`config.mk`:
```
export PLATFORM = sky130hd
export DESIGN_NAME = lm_scan_engine_flat
export DESIGN_NICKNAME = d
export VERILOG_FILES = /design/src/rtl/lm_pkg.sv /design/src/rtl/lm_scan_engine_if.sv /design/src/rtl/lm_bcm_timer.sv /design/src/rtl/lm_scan_engine.sv /design/src/flat_wrapper.sv
export SDC_FILE = /design/constraint.sdc
export NUM_CORES = 1
export LEC_CHECK = 0
export ABC_AREA = 0
export CAP_MARGIN = 20
export CORE_MARGIN = 10
export CORE_UTILIZATION = 40
export DETAILED_ROUTE_END_ITERATION = 10
export SKIP_CTS_REPAIR_TIMING = 1
export SYNTH_ARGS = -nofsm -noshare
export SYNTH_HDL_FRONTEND = slang
export SYNTH_SLANG_ARGS = --single-unit
```
`constraint.sdc`:
```
create_clock -name clk -period 2.2 [get_ports clk]
set_input_delay 0.22 -clock clk [delete_from_list [all_inputs] [get_ports clk]]
set_output_delay 0.22 -clock clk [all_outputs]
set_load 0.1 [all_outputs]
```
`src/rtl/lm_pkg.sv`:
```
// Shared types and constant helpers for the LED-matrix scan engine.
package lm_pkg;

  typedef enum logic [2:0] {
    ST_IDLE,
    ST_SHIFT_LO,
    ST_SHIFT_HI,
    ST_WAIT,
    ST_BLANK,
    ST_LATCH,
    ST_UNBLANK
  } lm_state_t;

  function automatic int lm_clog2(input logic [63:0] v);
    int r;
    logic [63:0] x;
    r = 0;
    x = 64'd1;
    while (x < v) begin
      x = x << 1;
      r = r + 1;
    end
    return r;
  endfunction

  // Vector width for a count of n items; never narrower than one bit.
  function automatic int lm_width(input int n);
    int r;
    r = lm_clog2(64'(unsigned'(n)));
    return (r < 1) ? 1 : r;
  endfunction

  // Width that holds the longest display time, BCM_BASE << (PLANES-1).
  function automatic int lm_timer_width(input int base, input int planes);
    logic [63:0] m;
    int r;
    m = 64'(unsigned'(base));
    m = m << (planes - 1);
    r = lm_clog2(m + 64'd1);
    return (r < 1) ? 1 : r;
  endfunction

endpackage

```
`src/rtl/lm_scan_engine_if.sv`:
```
// Panel-side bundle of the scan engine: tick qualifier, run request, pixel
// address toward the frame store, and the HUB75-style panel controls.
interface lm_scan_engine_if #(
  parameter int COLS     = 64,
  parameter int ROW_BITS = 5,
  parameter int PLANES   = 8
);
  import lm_pkg::*;

  localparam int COL_W   = lm_width(COLS);
  localparam int PLANE_W = lm_width(PLANES);

  // No valid/ready pair here: clk_enable qualifies every edge, enable is a
  // level request, and every output is a register updated only on ticks.
  logic                clk_enable;
  logic                enable;
  logic [COL_W-1:0]    pix_column;
  logic [ROW_BITS-1:0] pix_row;
  logic [PLANE_W-1:0]  pix_plane;
  logic [ROW_BITS-1:0] matrix_addr;
  logic                matrix_clk;
  logic                matrix_lat;
  logic                matrix_OE;
  logic                frame_done;
  logic                busy;
  lm_state_t           dbg_state;

  modport master (
    output clk_enable, enable,
    input  pix_column, pix_row, pix_plane, matrix_addr, matrix_clk,
    input  matrix_lat, matrix_OE, frame_done, busy, dbg_state
  );

  modport slave (
    input  clk_enable, enable,
    output pix_column, pix_row, pix_plane, matrix_addr, matrix_clk,
    output matrix_lat, matrix_OE, frame_done, busy, dbg_state
  );

endinterface

```
`src/rtl/lm_bcm_timer.sv`:
```
// Display-time countdown for binary code modulation; zero is registered so
// the panel output enable comes straight off a flop.
module lm_bcm_timer #(
  parameter int W = 4
) (
  input  logic         clk,
  input  logic         rst,
  input  logic         load,
  input  logic [W-1:0] load_value,
  input  logic         tick,
  output logic         zero
);

  logic [W-1:0] r_count;
  logic         r_zero;

  always_ff @(posedge clk or posedge rst) begin
    if (rst) begin
      r_count <= '0;
      r_zero  <= 1'b1;
    end else if (tick) begin
      if (load) begin
        r_count <= load_value;
        r_zero  <= (load_value == '0);
      end else if (!r_zero) begin
        r_count <= r_count - W'(1);
        r_zero  <= (r_count == W'(1));
      end
    end
  end

  assign zero = r_zero;

endmodule

```
`src/rtl/lm_scan_engine.sv`:
```
// Row/plane scan sequencer for an LED matrix: shifts one row of one
// bit-plane, blanks, latches, then shows it for BCM_BASE << plane ticks.
module lm_scan_engine
  import lm_pkg::*;
#(
  parameter int COLS     = 64,
  parameter int ROW_BITS = 5,
  parameter int PLANES   = 8,
  parameter int BCM_BASE = 1,
  parameter int BLANK    = 2
) (
  input logic           clk,
  input logic           rst,
  lm_scan_engine_if.slave bus
);

  localparam int COL_W   = lm_width(COLS);
  localparam int PLANE_W = lm_width(PLANES);
  localparam int TMR_W   = lm_timer_width(BCM_BASE, PLANES);
  localparam int BLK_W   = lm_width(BLANK);

  localparam logic [COL_W-1:0]    COL_LAST   = COL_W'(COLS - 1);
  localparam logic [PLANE_W-1:0]  PLANE_LAST = PLANE_W'(PLANES - 1);
  localparam logic [ROW_BITS-1:0] ROW_LAST   = {ROW_BITS{1'b1}};
  localparam logic [BLK_W-1:0]    BLK_LAST   = BLK_W'(BLANK - 1);

  lm_state_t           r_state;
  logic [COL_W-1:0]    r_col;
  logic [ROW_BITS-1:0] r_row;
  logic [PLANE_W-1:0]  r_plane;
  logic [ROW_BITS-1:0] r_addr;
  logic [BLK_W-1:0]    r_blank_cnt;
  logic                r_mclk;
  logic                r_lat;
  logic                r_frame_done;
  logic                r_busy;

  logic                w_tick;
  logic                w_load;
  logic [TMR_W-1:0]    w_load_value;
  logic                w_zero;

  assign w_tick       = bus.clk_enable;
  assign w_load       = (r_state == ST_LATCH);
  assign w_load_value = TMR_W'(BCM_BASE) << r_plane;

  // Loaded on the latch tick so the count is live during UNBLANK; OE follows zero.
  lm_bcm_timer #(.W(TMR_W)) u_timer (
    .clk        (clk),
    .rst        (rst),
    .load       (w_load),
    .load_value (w_load_value),
    .tick       (w_tick),
    .zero       (w_zero)
  );

  always_ff @(posedge clk or posedge rst) begin
    if (rst) begin
      r_state      <= ST_IDLE;
      r_col        <= '0;
      r_row        <= '0;
      r_plane      <= '0;
      r_addr       <= '0;
      r_blank_cnt  <= '0;
      r_mclk       <= 1'b0;
      r_lat        <= 1'b0;
      r_frame_done <= 1'b0;
      r_busy       <= 1'b0;
    end else if (w_tick) begin
      r_frame_done <= 1'b0;
      unique case (r_state)
        ST_IDLE: begin
          if (bus.enable) begin
            r_state <= ST_SHIFT_LO;
            r_col   <= '0;
            r_busy  <= 1'b1;
          end
        end
        ST_SHIFT_LO: begin
          r_state <= ST_SHIFT_HI;
          r_mclk  <= 1'b1;
        end
        ST_SHIFT_HI: begin
          r_mclk <= 1'b0;
          if (r_col == COL_LAST) begin
            r_state <= ST_WAIT;
          end else begin
            r_state <= ST_SHIFT_LO;
            r_col   <= r_col + COL_W'(1);
          end
        end
        ST_WAIT: begin
          if (w_zero) begin
            r_state     <= ST_BLANK;
            r_blank_cnt <= '0;
          end
        end
        ST_BLANK: begin
          if (r_blank_cnt == BLK_LAST) begin
            r_state      <= ST_LATCH;
            r_lat        <= 1'b1;
            r_addr       <= r_row;
            r_frame_done <= (r_row == ROW_LAST) && (r_plane == PLANE_LAST);
          end else begin
            r_blank_cnt <= r_blank_cnt + BLK_W'(1);
          end
        end
        ST_LATCH: begin
          r_state <= ST_UNBLANK;
          r_lat   <= 1'b0;
        end
        ST_UNBLANK: begin
          r_col <= '0;
          if (r_plane == PLANE_LAST) begin
            r_plane <= '0;
            r_row   <= r_row + ROW_BITS'(1);
          end else begin
            r_plane <= r_plane + PLANE_W'(1);
          end
          if (bus.enable) begin
            r_state <= ST_SHIFT_LO;
          end else begin
            r_state <= ST_IDLE;
            r_busy  <= 1'b0;
          end
        end
        default: begin
          r_state <= ST_IDLE;
          r_busy  <= 1'b0;
        end
      endcase
    end
  end

  assign bus.pix_column  = r_col;
  assign bus.pix_row     = r_row;
  assign bus.pix_plane   = r_plane;
  assign bus.matrix_addr = r_addr;
  assign bus.matrix_clk  = r_mclk;
  assign bus.matrix_lat  = r_lat;
  assign bus.matrix_OE   = w_zero;
  assign bus.frame_done  = r_frame_done;
  assign bus.busy        = r_busy;
  assign bus.dbg_state   = r_state;

endmodule

```
`src/flat_wrapper.sv`:
```
// flat-port wrapper written by rule: the top's interface ports become plain ports
module lm_scan_engine_flat import lm_pkg::*;
#(
  parameter int COLS     = 64,
  parameter int ROW_BITS = 5,
  parameter int PLANES   = 8,
  parameter int BCM_BASE = 1,
  parameter int BLANK    = 2
)
  (clk, rst, bus_clk_enable, bus_enable, bus_pix_column, bus_pix_row, bus_pix_plane, bus_matrix_addr, bus_matrix_clk, bus_matrix_lat, bus_matrix_OE, bus_frame_done, bus_busy, bus_dbg_state);
  lm_scan_engine_if #(.COLS(COLS), .ROW_BITS(ROW_BITS), .PLANES(PLANES)) bus_i ();
  input logic clk;
  input logic rst;
  input wire logic [$bits(bus_i.clk_enable)-1:0] bus_clk_enable;
  input wire logic [$bits(bus_i.enable)-1:0] bus_enable;
  output wire logic [$bits(bus_i.pix_column)-1:0] bus_pix_column;
  output wire logic [$bits(bus_i.pix_row)-1:0] bus_pix_row;
  output wire logic [$bits(bus_i.pix_plane)-1:0] bus_pix_plane;
  output wire logic [$bits(bus_i.matrix_addr)-1:0] bus_matrix_addr;
  output wire logic [$bits(bus_i.matrix_clk)-1:0] bus_matrix_clk;
  output wire logic [$bits(bus_i.matrix_lat)-1:0] bus_matrix_lat;
  output wire logic [$bits(bus_i.matrix_OE)-1:0] bus_matrix_OE;
  output wire logic [$bits(bus_i.frame_done)-1:0] bus_frame_done;
  output wire logic [$bits(bus_i.busy)-1:0] bus_busy;
  output wire logic [$bits(bus_i.dbg_state)-1:0] bus_dbg_state;
  assign bus_i.clk_enable = bus_clk_enable;
  assign bus_i.enable = bus_enable;
  assign bus_pix_column = bus_i.pix_column;
  assign bus_pix_row = bus_i.pix_row;
  assign bus_pix_plane = bus_i.pix_plane;
  assign bus_matrix_addr = bus_i.matrix_addr;
  assign bus_matrix_clk = bus_i.matrix_clk;
  assign bus_matrix_lat = bus_i.matrix_lat;
  assign bus_matrix_OE = bus_i.matrix_OE;
  assign bus_frame_done = bus_i.frame_done;
  assign bus_busy = bus_i.busy;
  assign bus_dbg_state = bus_i.dbg_state;
  lm_scan_engine #(.COLS(COLS), .ROW_BITS(ROW_BITS), .PLANES(PLANES), .BCM_BASE(BCM_BASE), .BLANK(BLANK)) u_core (.clk(clk), .rst(rst), .bus(bus_i));
endmodule
```
* After elaboration in Yosys (flattened, before gate mapping) *
Index checks and enable logic that the tools add are counted.

storage, ports and cells
  register bits after elaboration = 36
  latch bits = 0
  RAM bits = 0
  memory bits (read-only) = 0
  logic and storage cells = 78
  memories = 0

cells by class
  add/sub/neg operators = 5
  multiply operators = 0
  div/mod/pow operators = 0
  magnitude comparators = 0
  eq/ne operators = 16
  shift-type cells = 1
  muxes and demuxes = 25
  bitwise logic cells = 1
  reduce and logical (&&, ||, !) cells = 18

operator list
  cell                                                                    count
  3-bit one-hot mux with 7 select lines                                   1
  6-bit one-hot mux with 3 select lines                                   1
  8-bit two-way mux                                                       2
  3-bit equality test (second input constant)                             4
  3-bit two-way mux                                                       4
  6-bit two-way mux                                                       2
  3-bit AND reduction                                                     4
  4-bit AND reduction                                                     3
  1-bit two-way mux                                                       10
  2-bit != test (second input constant)                                   5
  8-bit by 1-bit equality test with 1-bit output (second input constant)  1
  8-bit logical NOT                                                       1
  1-bit by 3-bit << shifter with 8-bit output (first input constant)      1
  8-bit by 1-bit subtractor with 8-bit output (second input constant)     1
  6-bit by 1-bit adder with 6-bit output (second input constant)          1
  3-bit by 2-bit equality test with 1-bit output (second input constant)  2
  6-bit equality test (second input constant)                             1
  1-bit one-hot mux with 2 select lines                                   3
  2-bit AND reduction                                                     3
  2-bit nonzero test                                                      3
  5-bit by 1-bit adder with 5-bit output (second input constant)          1
  5-bit equality test (second input constant)                             1
  5-bit OR reduction                                                      1
  3-bit by 1-bit adder with 3-bit output (second input constant)          1
  9 further kinds                                                         9

* Depth between registers and ports, before layout *
  depth in word-level cells = 4
  depth in mapped cells = 6
  depth with buffers taken out = 6

* By module *
From an unflattened synthesis, not the netlist that was laid out.

second synthesis, totals
  cells, all modules = 211
  area total of the unflattened synthesis = 2097.0 um2

modules (own cells, without submodules)
  module          instances  cells each  area each (um2)
  lm_scan_engine  1          139         1480.2
  lm_bcm_timer    1          72          616.8

* Worst setup path before layout *
No wires, ideal clock.

  path kind = reg-to-reg
  start = register u_core.r_plane[0] (netlist: u_core.bus.pix_plane[0])
  end = register u_core.r_row[3] (netlist: u_core.bus.pix_row[3])
  setup time = 0.159 ns
  data arrival time = 2.067 ns
  required time = 2.041 ns
  slack = -0.025 ns
  stages on the path, launching flop included = 7
  period minus slack after synthesis = 2.225 ns
  cells stage by stage = dfrtp_1 ha_1 ha_1 inv_1 nor2_1 nand4_1 xnor2_1

between the ends
  cells in the longest elaborated chain, start to end = 2

RTL lines
  element                               line                   source
  start: declaration                    lm_scan_engine.sv:30   logic [PLANE_W-1:0] r_plane;
  start signal: assignment              lm_scan_engine.sv:118  r_plane <= r_plane + PLANE_W'(1);
  3-bit equality test                   lm_scan_engine.sv:114  if (r_plane == PLANE_LAST) begin
  3-bit AND reduction (no source line)  -
  end signal: assignment                lm_scan_engine.sv:116  r_row <= r_row + ROW_BITS'(1);
  end: declaration                      lm_scan_engine.sv:29   logic [ROW_BITS-1:0] r_row;

No other way between the ends.
A chain may end at the register's enable or synchronous reset.

* Worst setup path after layout *
  start = register u_core.r_col[0] (netlist: u_core.bus.pix_column[0])
  end = register u_core.r_col[3] (netlist: u_core.bus.pix_column[3])

between the ends
  cells in the longest elaborated chain, start to end = 3

RTL lines
  element                                                                        line                                        source
  start: declaration                                                             lm_scan_engine.sv:28                        logic [COL_W-1:0] r_col;
  start signal: assignment                                                       lm_scan_engine.sv:89                        r_col <= r_col + COL_W'(1);
  6-bit by 1-bit adder with 6-bit output or 6-bit equality test (tied branches)  lm_scan_engine.sv:89, lm_scan_engine.sv:85
  6-bit two-way mux or 2-bit != test (tied branches)                             -
  6-bit one-hot mux with 3 select lines or 4-bit AND reduction (tied branches)   -

Several ways; a longest one is shown, not always the timed one. The select of a mux whose other input is x is not followed.

==> results.ini <==
[sta]
period_needed_ps = 1760
setup_violations = 0
fmax_mhz = 567
max_slew_margin_pct = 68.7
worst_pin_slew_ps = 469
rsz0062_at_grt = no
hold_viol = 0
clock_skew_ps = 3.68
setup-tns-final_ps = 0
fin_hold_ws_ps = 328
final_max_slew_viol_count = 0
fin_crit_sh_pct = 80.1

[clocking]
cts_sinks = 36
clk_pin_slew_ps = 80
h-tree-depth = 2
cts_max_path_buffers = 2
root_buffer = clkbuf_8
cts_inserted_buffers = 5
clock_latency_ps = 290
cts_tree = yes

[grt]
grt_max_degree = 37
grt_antenna_before_repair = 0
grt_pass1_vias = 1567
grt.overflow.total = 0
grt_pass1_wl_um = 7600
track_usage_pct = 10.9

[route]
drt_iter0_markers = 62
wl_um = 4590
drc = 0
drt-wirelength-per-cell_um = 14.7
drt-met1-wl_um = 2410
ant_nets = 0
drt-vias-per-instance = 5.17
first_pass_iters = 4
wl_met2_um = 1880
highest_layer = met4
vias = 1618
wl_met3_um = 229

[yosys]
yosysMostFrequentCell = dfrtp_1
ys_seq_elements = 36
synth_warnings = 0
synth_top_area_share_pct = 43.1
synth_area_leaders = dfrtp_1 (43%), ha_1 (6.8%), o21ai_0 (6.6%)
synth_top_area_cell = dfrtp_1
synthDistinctLibCells = 44
synth_ff_type = dfrtp_1
synth_common_cells = dfrtp_1 (35), o21ai_0 (27), nand2_1 (24)
syn_inst = 209
synth_edf_count = 0
yosysSeqAreaShare_pct = 44.3
synth_area_per_cell_um2 = 9.73
netlist_area_um2 = 2030
syn_nets = 224
async_flop_share_pct = 100

[power_and_ir_drop]
ir_drop_uv = 789
p_leak_nw = 1.10
power_density_nw_per_um2 = 1310

[setup_path]
cp.arrival_ps = 1990
worstSetupStartpointType = flop
worst-path-max-fanout = 7
cp_data_required_time_ps = 2430
path_class = reg2reg
endpoint_kind = flop

[finish]
num_antenna_cells = 0
final_core_util_pct = 50.2
nNetsFinal = 260
multi_input_area_um2 = 1010
syn2layout_area_growth_pct = 18.9
seq_area_um2 = 905
fillers = 483
layout-drive-gt1-share_pct = 25.2

[floorplan]
start_util_pct = 42.2
die_w_um = 91.3
die_area_um2 = 8340
pin_count = 31
core_area_um2 = 4820
row_count = 25
die_h_um = 91.3

[job]
max-cap-violations = 0

[place]
routabilityCongestion = 0.818
dpl.hpwl_um = 3280
numPortBuffers = 30

[hold_path]
min_path_type = in2async

[status]
status = finished clean

state kept, by name, summed over array words and instances (netlist names), 3 cells and up:
| signal | flops |
|---|---|
| u_core.u_timer.r_count | 8 |
| u_core.bus.dbg_state | 3 |
| u_core.bus.pix_row | 5 |
| u_core.bus.pix_column | 6 |
| u_core.bus.matrix_addr | 5 |
| u_core.bus.pix_plane | 3 |
path summary, 6_finish.rpt:
check | from | endpoint | slack, ps | depth (start not counted)
min in group clk | u_core.bus.matrix_addr[4] | u_core.bus.matrix_addr[4] | 520 | 1
worst min-delay path | rst | u_core.bus.pix_column[0] | 330 | 3
worst min register to register | u_core.bus.matrix_addr[4] | u_core.bus.matrix_addr[4] | 520 | 1
worst max-delay path | u_core.bus.pix_column[0] | u_core.bus.pix_column[3] | 440 | 6
max in group asynchronous | rst | u_core.u_timer.zero | 1510 | 3
worst max register to register | u_core.bus.pix_column[0] | u_core.bus.pix_column[3] | 440 | 6
where the power goes:
part           leakage, nW  switching, W  internal [W]
Combinational        0.598       0.00112      0.000480
Sequential           0.465      0.000233      0.000832
Clock               0.0404      0.000270      0.000224
final cells by class:
class	count	area share, %
clock inverter	3	0.982
multi-input combinational	154	41.7
tap	67	3.46
clock buffer	5	2.84
sequential	36	37.4
timing repair buffer	38	12.1
inverter	10	1.55
kinds of logic (layout without fill, tap and decap cells):
group	count (synthesis)	in the layout	share of synthesized area, %
adders and majority gates	11	11	6.76
buffers and inverters	19	56	6.09
xor gates and xnor gates	3	3	1.29
AOI/OAI and AO/OA	60	60	17.8
and+or+nand+nor	73	73	19.8
DFF	36	36	44.3
muxes	7	7	3.87
cells in the final DEF, fill, tap and decap left out, types with 2 or more instances in the layout:
cell              n
or3_1             3
a21oi_1          13
nand3_1           5
o21ai_0          27
a31oi_1           5
nand4_1           3
nor2b_1           2
nor2_1           13
inv_1            10
clkdlybuf4s50_1   3
nand3b_1          2
mux2_2            7
nand2b_1          3
buf_4            35
a32oi_1           2
nor3_1            4
clkbuf_8          5
dfrtp_2           2
nor3b_1           3
dfrtp_1          33
xnor2_1           3
nand2_1          24
ha_1             11
clkinvlp_4        2
o31ai_1           2
a21boi_1          3
layer usage:
layer	vias up	GRT usage, %
met5	-	0
met4	0	3.92
met3	7	3.87
met2	28	15.0
met1	765	15.2
li1	818	-
worst max-delay path: stages, from the launching register on:
cell and delay, ps:
dfrtp_1 450, ha_1 250, nand3_1 170, o221ai_2 160
buf_4 190, or3_1 340, a21boi_1 140
per-stage QoR:
| stage | total power (W) | instance area [um2] | setup WS (ps) | instances |
|---|---|---|---|---|
| CTS | 0.00318 | 2420 | 443 | 313 |
| global placement | 0.00268 | 2330 | 292 | 305 |
| floorplan | 0.00234 | 2040 | 35.5 | 209 |
| detailed placement | 0.00268 | 2330 | 242 | 305 |
| global route | 0.00336 | 2420 | 316 | 313 |
| finish | 0.00316 | 2420 | 438 | 313 |
No activity file was read; power rests on OpenSTA's default activity.
